## src/rtl/aes_round_controller.sv

```systemverilog
// Round sequencer for the iterative AES core. It drives the load select, the per-round
// datapath enables and the round number, then flags done while the core holds the cipher text.
`timescale 1ns/1ps
module aes_round_controller #(
    parameter int unsigned NUM_ROUNDS = 10,
    parameter bit          WAIT_ACK   = 1'b0
) (
    input  logic       clk,
    input  logic       rstn,
    input  logic       start,
    input  logic       ack,
    output logic       busy,
    output logic       done,
    output logic       accept,
    output logic [3:0] rndNo,
    output logic       enbSB,
    output logic       enbSR,
    output logic       enbMC,
    output logic       enbAR,
    output logic       enbKS
);
    localparam int unsigned    RcW         = 4;
    localparam logic [RcW-1:0] LastFullRnd = RcW'(NUM_ROUNDS - 1);
    localparam logic [RcW-1:0] FinalRnd    = RcW'(NUM_ROUNDS);

    typedef enum logic [2:0] {
        IDLE  = 3'd0,
        LOAD  = 3'd1,
        ROUND = 3'd2,
        FINAL = 3'd3,
        DONE  = 3'd4
    } stateT;

    stateT          stateQ, stateD;
    logic [RcW-1:0] rcQ, rcD;

    logic           busyD, doneD, acceptD;
    logic [RcW-1:0] rndNoD;
    logic           enbSBD, enbSRD, enbMCD, enbARD, enbKSD;

    // State, round counter and output registers
    always_ff @(posedge clk or negedge rstn) begin
        if (!rstn) begin
            stateQ <= IDLE;
            rcQ    <= '0;
            busy   <= 1'b0;
            done   <= 1'b0;
            accept <= 1'b0;
            rndNo  <= '0;
            enbSB  <= 1'b0;
            enbSR  <= 1'b0;
            enbMC  <= 1'b0;
            enbAR  <= 1'b0;
            enbKS  <= 1'b0;
        end else begin
            stateQ <= stateD;
            rcQ    <= rcD;
            busy   <= busyD;
            done   <= doneD;
            accept <= acceptD;
            rndNo  <= rndNoD;
            enbSB  <= enbSBD;
            enbSR  <= enbSRD;
            enbMC  <= enbMCD;
            enbAR  <= enbARD;
            enbKS  <= enbKSD;
        end
    end

    // Next state/counter, then decode the outputs of the state being entered so the
    // registered outputs always equal the Moore decode of the state/counter registers.
    always_comb begin
        stateD  = stateQ;
        rcD     = rcQ;
        busyD   = 1'b0;
        doneD   = 1'b0;
        acceptD = 1'b0;
        rndNoD  = '0;
        enbSBD  = 1'b0;
        enbSRD  = 1'b0;
        enbMCD  = 1'b0;
        enbARD  = 1'b0;
        enbKSD  = 1'b0;

        case (stateQ)
            IDLE: begin
                if (start) begin
                    stateD = LOAD;
                    rcD    = '0;
                end
            end
            LOAD: begin
                stateD = ROUND;
                rcD    = RcW'(1);
            end
            ROUND: begin
                if (rcQ >= LastFullRnd) begin
                    stateD = FINAL;
                    rcD    = FinalRnd;
                end else begin
                    rcD = rcQ + RcW'(1);
                end
            end
            FINAL: begin
                stateD = DONE;
                rcD    = '0;
            end
            DONE: begin
                // start is deliberately not looked at here; a new op must be requested in IDLE
                if (!WAIT_ACK || ack) begin
                    stateD = IDLE;
                end
            end
            default: begin
                stateD = IDLE;
                rcD    = '0;
            end
        endcase

        case (stateD)
            LOAD: begin
                busyD   = 1'b1;
                acceptD = 1'b1;
                enbARD  = 1'b1;
            end
            ROUND: begin
                busyD  = 1'b1;
                rndNoD = rcD;
                enbSBD = 1'b1;
                enbSRD = 1'b1;
                enbMCD = 1'b1;
                enbARD = 1'b1;
                enbKSD = 1'b1;
            end
            FINAL: begin
                busyD  = 1'b1;
                rndNoD = FinalRnd;
                enbSBD = 1'b1;
                enbSRD = 1'b1;
                enbARD = 1'b1;
                enbKSD = 1'b1;
            end
            DONE: begin
                doneD = 1'b1;
            end
            default: begin
                busyD = 1'b0;
            end
        endcase
    end

endmodule

```

## config.mk

```make
export PLATFORM = sky130hd
export DESIGN_NAME = aes_round_controller
export DESIGN_NICKNAME = d
export VERILOG_FILES = /design/src/rtl/aes_round_controller.sv
export SDC_FILE = /design/constraint.sdc
export NUM_CORES = 1
export LEC_CHECK = 0
export CAP_MARGIN = 20
export CORE_MARGIN = 2
export CORE_UTILIZATION = 43
export DETAILED_ROUTE_END_ITERATION = 8
export HOLD_SLACK_MARGIN = 0.03
export PLACE_DENSITY = 0.72
export SKIP_LAST_GASP = 1
export SYNTH_ARGS = -nofsm -noshare
export SYNTH_HDL_FRONTEND = slang
export SYNTH_SLANG_ARGS = --single-unit
```

## constraint.sdc

```tcl
create_clock -name clk -period 1.35 [get_ports clk]
set_input_delay 0.405 -clock clk [delete_from_list [all_inputs] [get_ports clk]]
set_output_delay 0.405 -clock clk [all_outputs]
set_load 0.005 [all_outputs]
```

## After elaboration in Yosys (flattened, before gate mapping)

Index checks and enable logic that the tools add are counted.

| cells by class | value |
|---|---|
| add/subtract/negate cells | 1 |
| $mul | 0 |
| divide/modulo/power cells | 0 |
| magnitude comparators | 1 |
| equal/unequal tests | 8 |
| shift operators | 0 |
| muxes and demuxes | 12 |
| bitwise operators | 0 |
| reductions and logical operators | 3 |

Operators with widths:

| kind | count |
|---|---|
| $pmux W4 S4 | 1 |
| $eq A3 B2 Y1 const B | 4 |
| $pmux W3 S4 | 1 |
| $mux W4 | 2 |
| $pmux W4 S2 | 1 |
| $eq A3 B1 Y1 const B | 2 |
| $eq A3 B3 Y1 const B | 2 |
| $mux W3 | 2 |
| $mux W1 | 5 |
| $add A4 B1 Y4 const B | 1 |
| $ge A4 B4 Y1 const B | 1 |
| $logic_not A3 Y1 | 1 |
| $reduce_or A3 Y1 | 1 |
| $reduce_or A2 Y1 | 1 |

| word-level totals | value |
|---|---|
| register bits | 16 |
| latch bits | 0 |
| memory bits (writable) | 0 |
| memory bits (read-only) | 0 |
| input port bits | 4 |
| output and inout bits | 12 |
| logic and storage cells | 33 |
| memories | 0 |

## Depth between registers and ports, before layout

Gate-level depths: netlist of the first run.

| logic depth | value |
|---|---|
| word-level depth | 6 |
| gate-level depth with buffers | 5 |
| mapped depth without buffers | 5 |

## Worst setup path after synthesis of the first run

Ideal clock, no wire load.

| timing | value |
|---|---|
| kind | reg-to-reg |
| from | reg rcQ[0] |
| to | reg rcQ[1] |
| setup time | 0.122 ns |
| arrival | 1.158 ns |
| slack | 0.070 ns |
| cell stages (with the launch flop) | 5 |
| buffers on the path | 0 |
| clock period less this slack | 1.280 ns |
| path through | dfrtp_1 > ha_1 > nor3b_2 > o21bai_1 > a32o_1 |

| on the way | value |
|---|---|
| word-level cells in the longest chain between the ends | 3 |
| elaborated cells on any way between the ends | 4 |
| those cells by class | add/sub (1); order compare (1); mux (2) |

RTL lines:

| element | line | RTL |
|---|---|---|
| start, declared | 35 | `logic [RcW-1:0] rcQ, rcD;` |
| start signal, assigned | 57 | `rcQ <= rcD;` |
| $add A4 B1 Y4 / $ge A4 B4 Y1 (equally long branches) | 101, 97 |  |
| $mux W4 (*) | 97 | `if (rcQ >= LastFullRnd) begin` |
| $pmux W4 S4 (*) | 85 | `case (stateQ)` |
| named net rcD[1] | 35 |  |

The timed path passes the listed nets; every way through them passes the cells marked *.

## Worst setup path in the final report of the first run

Same ends and word-level chain as after synthesis.

==> flow_metrics.py, run 1 <==
metrics = {
    "routing": {
        "drt_drc_violations_left": 0,
        "via_per_inst": 5.27,
        "wire_per_inst_um": 12.8,
        "detail_route.iter0.violations": 2,
        "route.vias.total": 522,
        "detailedRoute.firstPassIterationCount": 4,
        "routed_wirelength_mm": 1.27,
        "drt.antenna.violating_nets": 0,
    },
    "worst_setup_path": {
        "critical_path.startpoint_type": "flop",
        "crit_path_top_delay_cell": "dfrtp_1",
        "path_max_fanout": 5,
        "crit_path_cell_chain": "ha_2, nor3b_4, o21bai_1, a32o_1",
        "timing.critical_path.to_type": "flop",
        "critical_path.max_stage_delay_ps": 410,
        "critPathRequiredTime_ps": 1530,
        "r2r_cells": 4,
        "worstSetupPathType": "reg -> reg",
        "cp_data_arrival_time_ps": 1510,
    },
    "grt": {
        "global_route.usage.total": 0.140,
        "grt_max_degree": 17,
        "grt_util_met2": 0.220,
        "grt_use_met1": 0.164,
        "number_of_global_route_vias_before_repair": 454,
        "total_congestion_overflow": 0,
        "gr-usage-met3": 0.0238,
        "grt_antenna_before_repair": 0,
        "global_route_wire_length_before_repair_mm": 1.95,
        "grt-busiest-layer": "met2",
    },
    "synthesis": {
        "yosysTopAreaCell": "dfrtp_1",
        "synth.top_cells.by_area": "dfrtp_1 53%, ha_1 5.0%, buf_4 4.0%",
        "synth_top_cell_area_share": 0.533,
        "synth_cell_type_count": 32,
        "avg_inst_size_synth_um2": 11.9,
        "synth_fp_nets": 70,
        "post_synthesis_register_bit_count": 16,
        "cell_area_synth_um2": 751,
        "ys_seq_area_frac": 0.533,
        "syn-instance-count": 63,
        "yosys_warnings": 0,
    },
    "power_and_ir_drop": {
        "power.share.sequential": 0.390,
        "portion_of_total_power_attributed_to_the_clock_network": 0.125,
        "total_leakage_power_nw": 0.463,
        "power.internal_mw": 1.29,
        "worst_ir_drop_vdd_mv": 0.958,
        "power_dens_cells_nw_per_um2": 2070,
        "total_switching_power_mw": 0.669,
        "combPwrFrac": 0.485,
        "switching_share": 0.342,
    },
    "final_layout": {
        "final_layout_size_suffix_gt1_frac": 0.220,
        "area_growth_pct": 26.2,
        "antenna_cells": 0,
        "multi_input_area_um2": 302,
        "fin_cells": 99,
        "fillers": 142,
        "final_net_count": 91,
        "post-route-cell-area_um2": 947,
        "regArea_um2": 400,
    },
    "outcome": {
        "run_status": "completed",
    },
    "clocking": {
        "tritoncts.num_buffers": 3,
        "ctsHoldBuffers": 0,
        "cts_h_tree_depth": 1,
        "clk_transition_reported_paths_ps": 90,
        "cts_tree": "built",
        "cts.root.buffer_cell": "clkbuf_4",
        "clock_sink_count": 16,
        "clk_path_buf_depth": 2,
        "clk-insertion-delay-late_ps": 290,
    },
    "placed_design": {
        "numPlacedInstances": 94,
        "placement.cell_area_um2": 911,
        "port_buffers": 14,
        "finalWeightedCongestion": 0.707,
        "place.detailed.hpwl_um": 906,
    },
    "die": {
        "start_util": 0.444,
        "fp.dieW_um": 45.8,
        "floorplan.core_area_um2": 1690,
        "die_h_um": 45.8,
        "num_rows": 15,
        "die-area_um2": 2100,
        "ios": 16,
    },
    "timing": {
        "post-route-period-util": 0.982,
        "hold_vio_cnt_final": 0,
        "clock-skew-final_ps": 5.41,
        "slew_headroom": 0.768,
        "worst_slew_pin_slew_ps": 349,
        "timing.final.crit_period_ps": 1330,
        "fmax_mhz": 754,
        "slew_violations": 0,
        "grt_setup_unrepaired": "yes",
        "setup_viol_count_final": 0,
    },
    "hold_path": {
        "hold_crit_path_type": "in -> async",
    },
    "run": {
        "maxCapViolCount": 0,
    },
}
==> repair_timing <==
item / CTS / global route
gates resized for setup: 14 / 5
endpoints found under the hold margin: 0 / 0
setup buffers: 1 / 1
endpoints found under the setup margin: 14 / 7
pin swaps: 1 / 2
==> power groups by stage <==
stage / Combinational, mW / Sequential (mW) / Clock [mW]
2_1_floorplan: 0.602 / 0.728 / 0
3_3_place_gp: 0.909 / 0.761 / 0
3_5_place_dp: 0.926 / 0.771 / 0
4_1_cts: 0.915 / 0.757 / 0.255
5_1_grt: 1.05 / 0.782 / 0.263
6_report: 0.949 / 0.763 / 0.245
==> synth_stat cells (all sizes together) <==
library cell and instances:
dfrtp 16, buf 6, a21oi 3, ha 3
inv 3, nor2 3, nor3b 3, o21ai 3
and3b 2, nand2b 2, nand3 2, nor3 2
o21bai 2, a211oi 1, a21boi 1, a21o 1
a22oi 1, a31oi 1, a32o 1, and2 1
mux2i 1, o22ai 1, o2bb2ai 1, or2b 1
or3 1, xnor2 1
==> per-layer routing <==
metal | vias up | share of wire
met5 | - | 0
met4 | 0 | 0.036
met3 | 5 | 0.026
met2 | 13 | 0.51
met1 | 246 | 0.43
li1 | 258 | -
==> cell families (layout without fill, tap and decap cells) <==
family	after synthesis	after routing	share of synthesized area
compound gates	16	16	0.142
fa+ha+maj	3	3	0.0500
buf+inv	9	28	0.0767
flops	16	16	0.533
simple gates	17	17	0.173
xor+xnor	1	1	0.0117
mux	1	1	0.0133
==> worst paths after layout <==
check,start,end,slack (ps)
hold reg to reg,rcQ[3],rcQ[3],600
setup reg to reg,rcQ[0],rcQ[1],20
hold / removal,rstn,rcQ[0],420
min in group clk,rcQ[3],rcQ[3],600
setup / recovery,rcQ[0],rcQ[1],20
max in group asynchronous,rstn,rndNo[0],750
==> cell usage in the layout (no fill, tap or decap), types with 2 or more instances in the layout <==
cell type / count
ha_1: 2
inv_1: 2
clkdlybuf4s50_1: 2
buf_4: 8
nand3_1: 2
and3b_2: 2
o21ai_1: 2
nor2_1: 3
o21bai_1: 2
dlygate4sd2_1: 8
nor3_1: 2
clkdlybuf4s15_1: 4
a21oi_1: 3
clkbuf_4: 3
nor3b_4: 2
dfrtp_1: 16
==> flip-flops by register name, indices dropped and copies added, names as in the netlist <==
| signal | cells |
|---|---|
| enbKS | 1 |
| rcQ | 4 |
| enbMC | 1 |
| enbAR | 1 |
| rndNo | 4 |
| done | 1 |
| accept | 1 |
| stateQ | 3 |
==> worst max-delay path: cells and delay by family (launching register included) <==
family                   cells  cell delay, ps
adder cells (fa/ha/maj)      1             210
AND/OR/NAND/NOR              1             260
AO/OA/AOI/OAI                2             330
flip-flops                   1             410
==> metrics by stage <==
step	hold WS [ps]	util	power (mW)	setup TNS, ps	worst slack [ps]
global placement	584	0.539	1.67	-321	-91.7
detailed placement	577	0.539	1.70	-405	-107
global route	438	0.561	2.10	-91.1	-46.1
floorplan	109	-	1.33	0	70.1
CTS	423	0.553	1.93	0	4.36
finish	418	0.561	1.96	0	23.7
==> layout make-up <==
class	count	area share
flip-flops and latches	16	0.423
inverters	3	0.0119
multi-input cells	38	0.318
clock buffers	3	0.0238
well taps	17	0.0225
repair buffers	22	0.201
Note: power is estimated with default switching activity, not from simulation.
==> inputs of run 2 (changes only) <==
CORE_UTILIZATION = 35   (was 43)
PLACE_DENSITY = unset   (was 0.72)
SLEW_MARGIN = 10   (was unset)
==> run 2 against run 1 <==
- die area increased by 21%
- sequential power fell by 1%
- clock power grew 29%
- sequential cell count unchanged
- critical path depth grew 1
- maximum frequency up 0.44%
- clock skew shrank 1.7 ps
- register-to-register slack barely moved
==> flow_metrics.py, run 2 (same netlist as run 1, synthesis figures left out) <==
metrics = {
    "outcome": {
        "run_status": "completed",
    },
    "die": {
        "die_h_um": 50.3,
        "die-area_um2": 2530,
        "ios": 16,
        "fp.dieW_um": 50.3,
        "start_util": 0.375,
        "floorplan.core_area_um2": 2000,
        "num_rows": 16,
    },
    "worst_setup_path": {
        "timing.critical_path.to_type": "flop",
        "crit_path_cell_chain": "inv_2, ha_2, nor3b_4, o21bai_1, a32o_1",
        "critPathRequiredTime_ps": 1530,
        "timing.critical_path.buf_inv": 1,
        "cp_data_arrival_time_ps": 1500,
        "critical_path.startpoint_type": "flop",
        "cp_top_family": "flip-flops",
        "critical_path.max_stage_delay_ps": 360,
        "path_max_fanout": 5,
        "crit_path_top_delay_cell": "dfrtp_1",
        "worstSetupPathType": "reg -> reg",
    },
    "final_layout": {
        "fillers": 183,
        "antenna_cells": 0,
        "final_layout_size_suffix_gt1_frac": 0.262,
        "post-route-cell-area_um2": 998,
        "largest_registers": "rcQ x4, rndNo x4, stateQ x3",
        "final_net_count": 92,
        "layout.core_utilization": 0.499,
        "area_growth_pct": 33.0,
        "layout.cells.most_common": "dfrtp_1",
        "most_used_cells_in_the_layout_excluding_fill_and_tap_cells": "16 x dfrtp_1, 9 x buf_4, 8 x clkdlybuf4s15_1, 4 x dlygate4sd2_1",
    },
    "power_and_ir_drop": {
        "portion_of_total_power_attributed_to_the_clock_network": 0.152,
        "total_leakage_power_nw": 0.472,
        "power.share.sequential": 0.362,
        "worst_ir_drop_vdd_mv": 0.937,
        "switching_share": 0.332,
        "power.internal_mw": 1.39,
        "power_dens_cells_nw_per_um2": 2080,
        "post-layout-total-power_mw": 2.08,
        "total_switching_power_mw": 0.690,
        "combPwrFrac": 0.485,
    },
    "routing": {
        "via_per_inst": 4.42,
        "wire_per_inst_um": 11.1,
        "detailedRoute.firstPassIterationCount": 4,
        "route.vias.total": 491,
        "drt.antenna.violating_nets": 0,
        "drt_drc_violations_left": 0,
        "detail_route.iter0.violations": 7,
        "routed_wirelength_mm": 1.23,
    },
    "timing": {
        "setup_viol_count_final": 0,
        "timing.final.ws_setup_ps": 29.4,
        "clock-skew-final_ps": 3.67,
        "hold_vio_cnt_final": 0,
        "timing.final.crit_period_ps": 1320,
        "worst_slew_pin_slew_ps": 296,
        "post-route-period-util": 0.978,
        "setup-tns-final_ps": 0,
        "slew_headroom": 0.801,
        "grt_setup_unrepaired": "yes",
        "fmax_mhz": 757,
        "slew_violations": 0,
    },
    "clocking": {
        "clock_sink_count": 16,
        "cts.root.buffer_cell": "clkbuf_4",
        "clk-insertion-delay-late_ps": 290,
        "cts_h_tree_depth": 1,
        "clk_path_buf_depth": 2,
        "clk_transition_reported_paths_ps": 90,
        "cts_tree": "built",
        "tritoncts.num_buffers": 3,
        "ctsHoldBuffers": 0,
    },
    "placed_design": {
        "placement.setup.worst_slack_ps": -122,
        "place.detailed.hpwl_um": 916,
        "port_buffers": 14,
        "placement.cell_area_um2": 931,
        "finalWeightedCongestion": 0.696,
    },
    "run": {
        "maxCapViolCount": 0,
    },
    "hold_path": {
        "hold_crit_path_type": "in -> async",
    },
    "grt": {
        "global_route.usage.total": 0.120,
        "grt_max_degree": 17,
        "grt_antenna_before_repair": 0,
        "global_route_wire_length_before_repair_mm": 2.15,
        "number_of_global_route_vias_before_repair": 493,
        "total_congestion_overflow": 0,
    },
}
-- run 2: cell types whose count changed in the layout (fill, tap and decap cells not counted), sizes merged --
| cell | before | now |
|---|---|---|
| clkbuf | 3 | 4 |
| buf | 8 | 9 |
| clkdlybuf4s15 | 4 | 8 |
| dlygate4sd2 | 8 | 4 |
-- run 2: power groups by stage --
stage               sequential [mW]  combinational (mW)  clock (mW)
floorplan                     0.728               0.602           0
global placement              0.755               0.940           0
detailed placement            0.760               0.952           0
CTS                           0.748               0.910       0.334
global route                  0.776                1.12       0.353
finish                        0.752                1.01       0.317
-- run 2: final cells by class --
class / instances / area, µm² / area share
clock buffer: 4 / 36.3 / 0.0363
sequential: 16 / 400 / 0.401
multi-input combinational: 38 / 314 / 0.315
timing repair buffer: 23 / 203 / 0.203
inverter: 3 / 11.3 / 0.0113
tap: 27 / 33.8 / 0.0338
-- run 2: what timing repair did --
item                                    in CTS  in global routing
pin swaps                                    0                  6
resized for setup                           17                  9
buffers inserted                             0                  2
endpoints found under the setup margin      13                  9
-- run 2: worst paths after layout --
path / start / endpoint / slack [ps] / depth (start not counted)
max: rcQ[1] / rcQ[1] / 30 / 5
min: rstn / enbAR / 420 / 2
max reg2reg: rcQ[1] / rcQ[1] / 30 / 5
min reg2reg: rcQ[3] / rcQ[3] / 600 / 2
max in group asynchronous: rstn / rcQ[2] / 760 / 2
min in group clk: rcQ[3] / rcQ[3] / 600 / 2
-- run 2: metrics by stage --
| step | hold WS (ps) | cells |
|---|---|---|
| floorplan | 109 | 63 |
| global placement | 574 | 105 |
| detailed placement | 581 | 105 |
| CTS | 407 | 109 |
| global route | 439 | 111 |
| finish | 415 | 111 |
-- run 2: metal layers --
metal	vias up	wire [µm]	track usage
met1	218	579	0.150
li1	260	-	-
met4	0	31	0.108
met3	2	34	0.0268
met2	11	581	0.169
met5	-	0	0
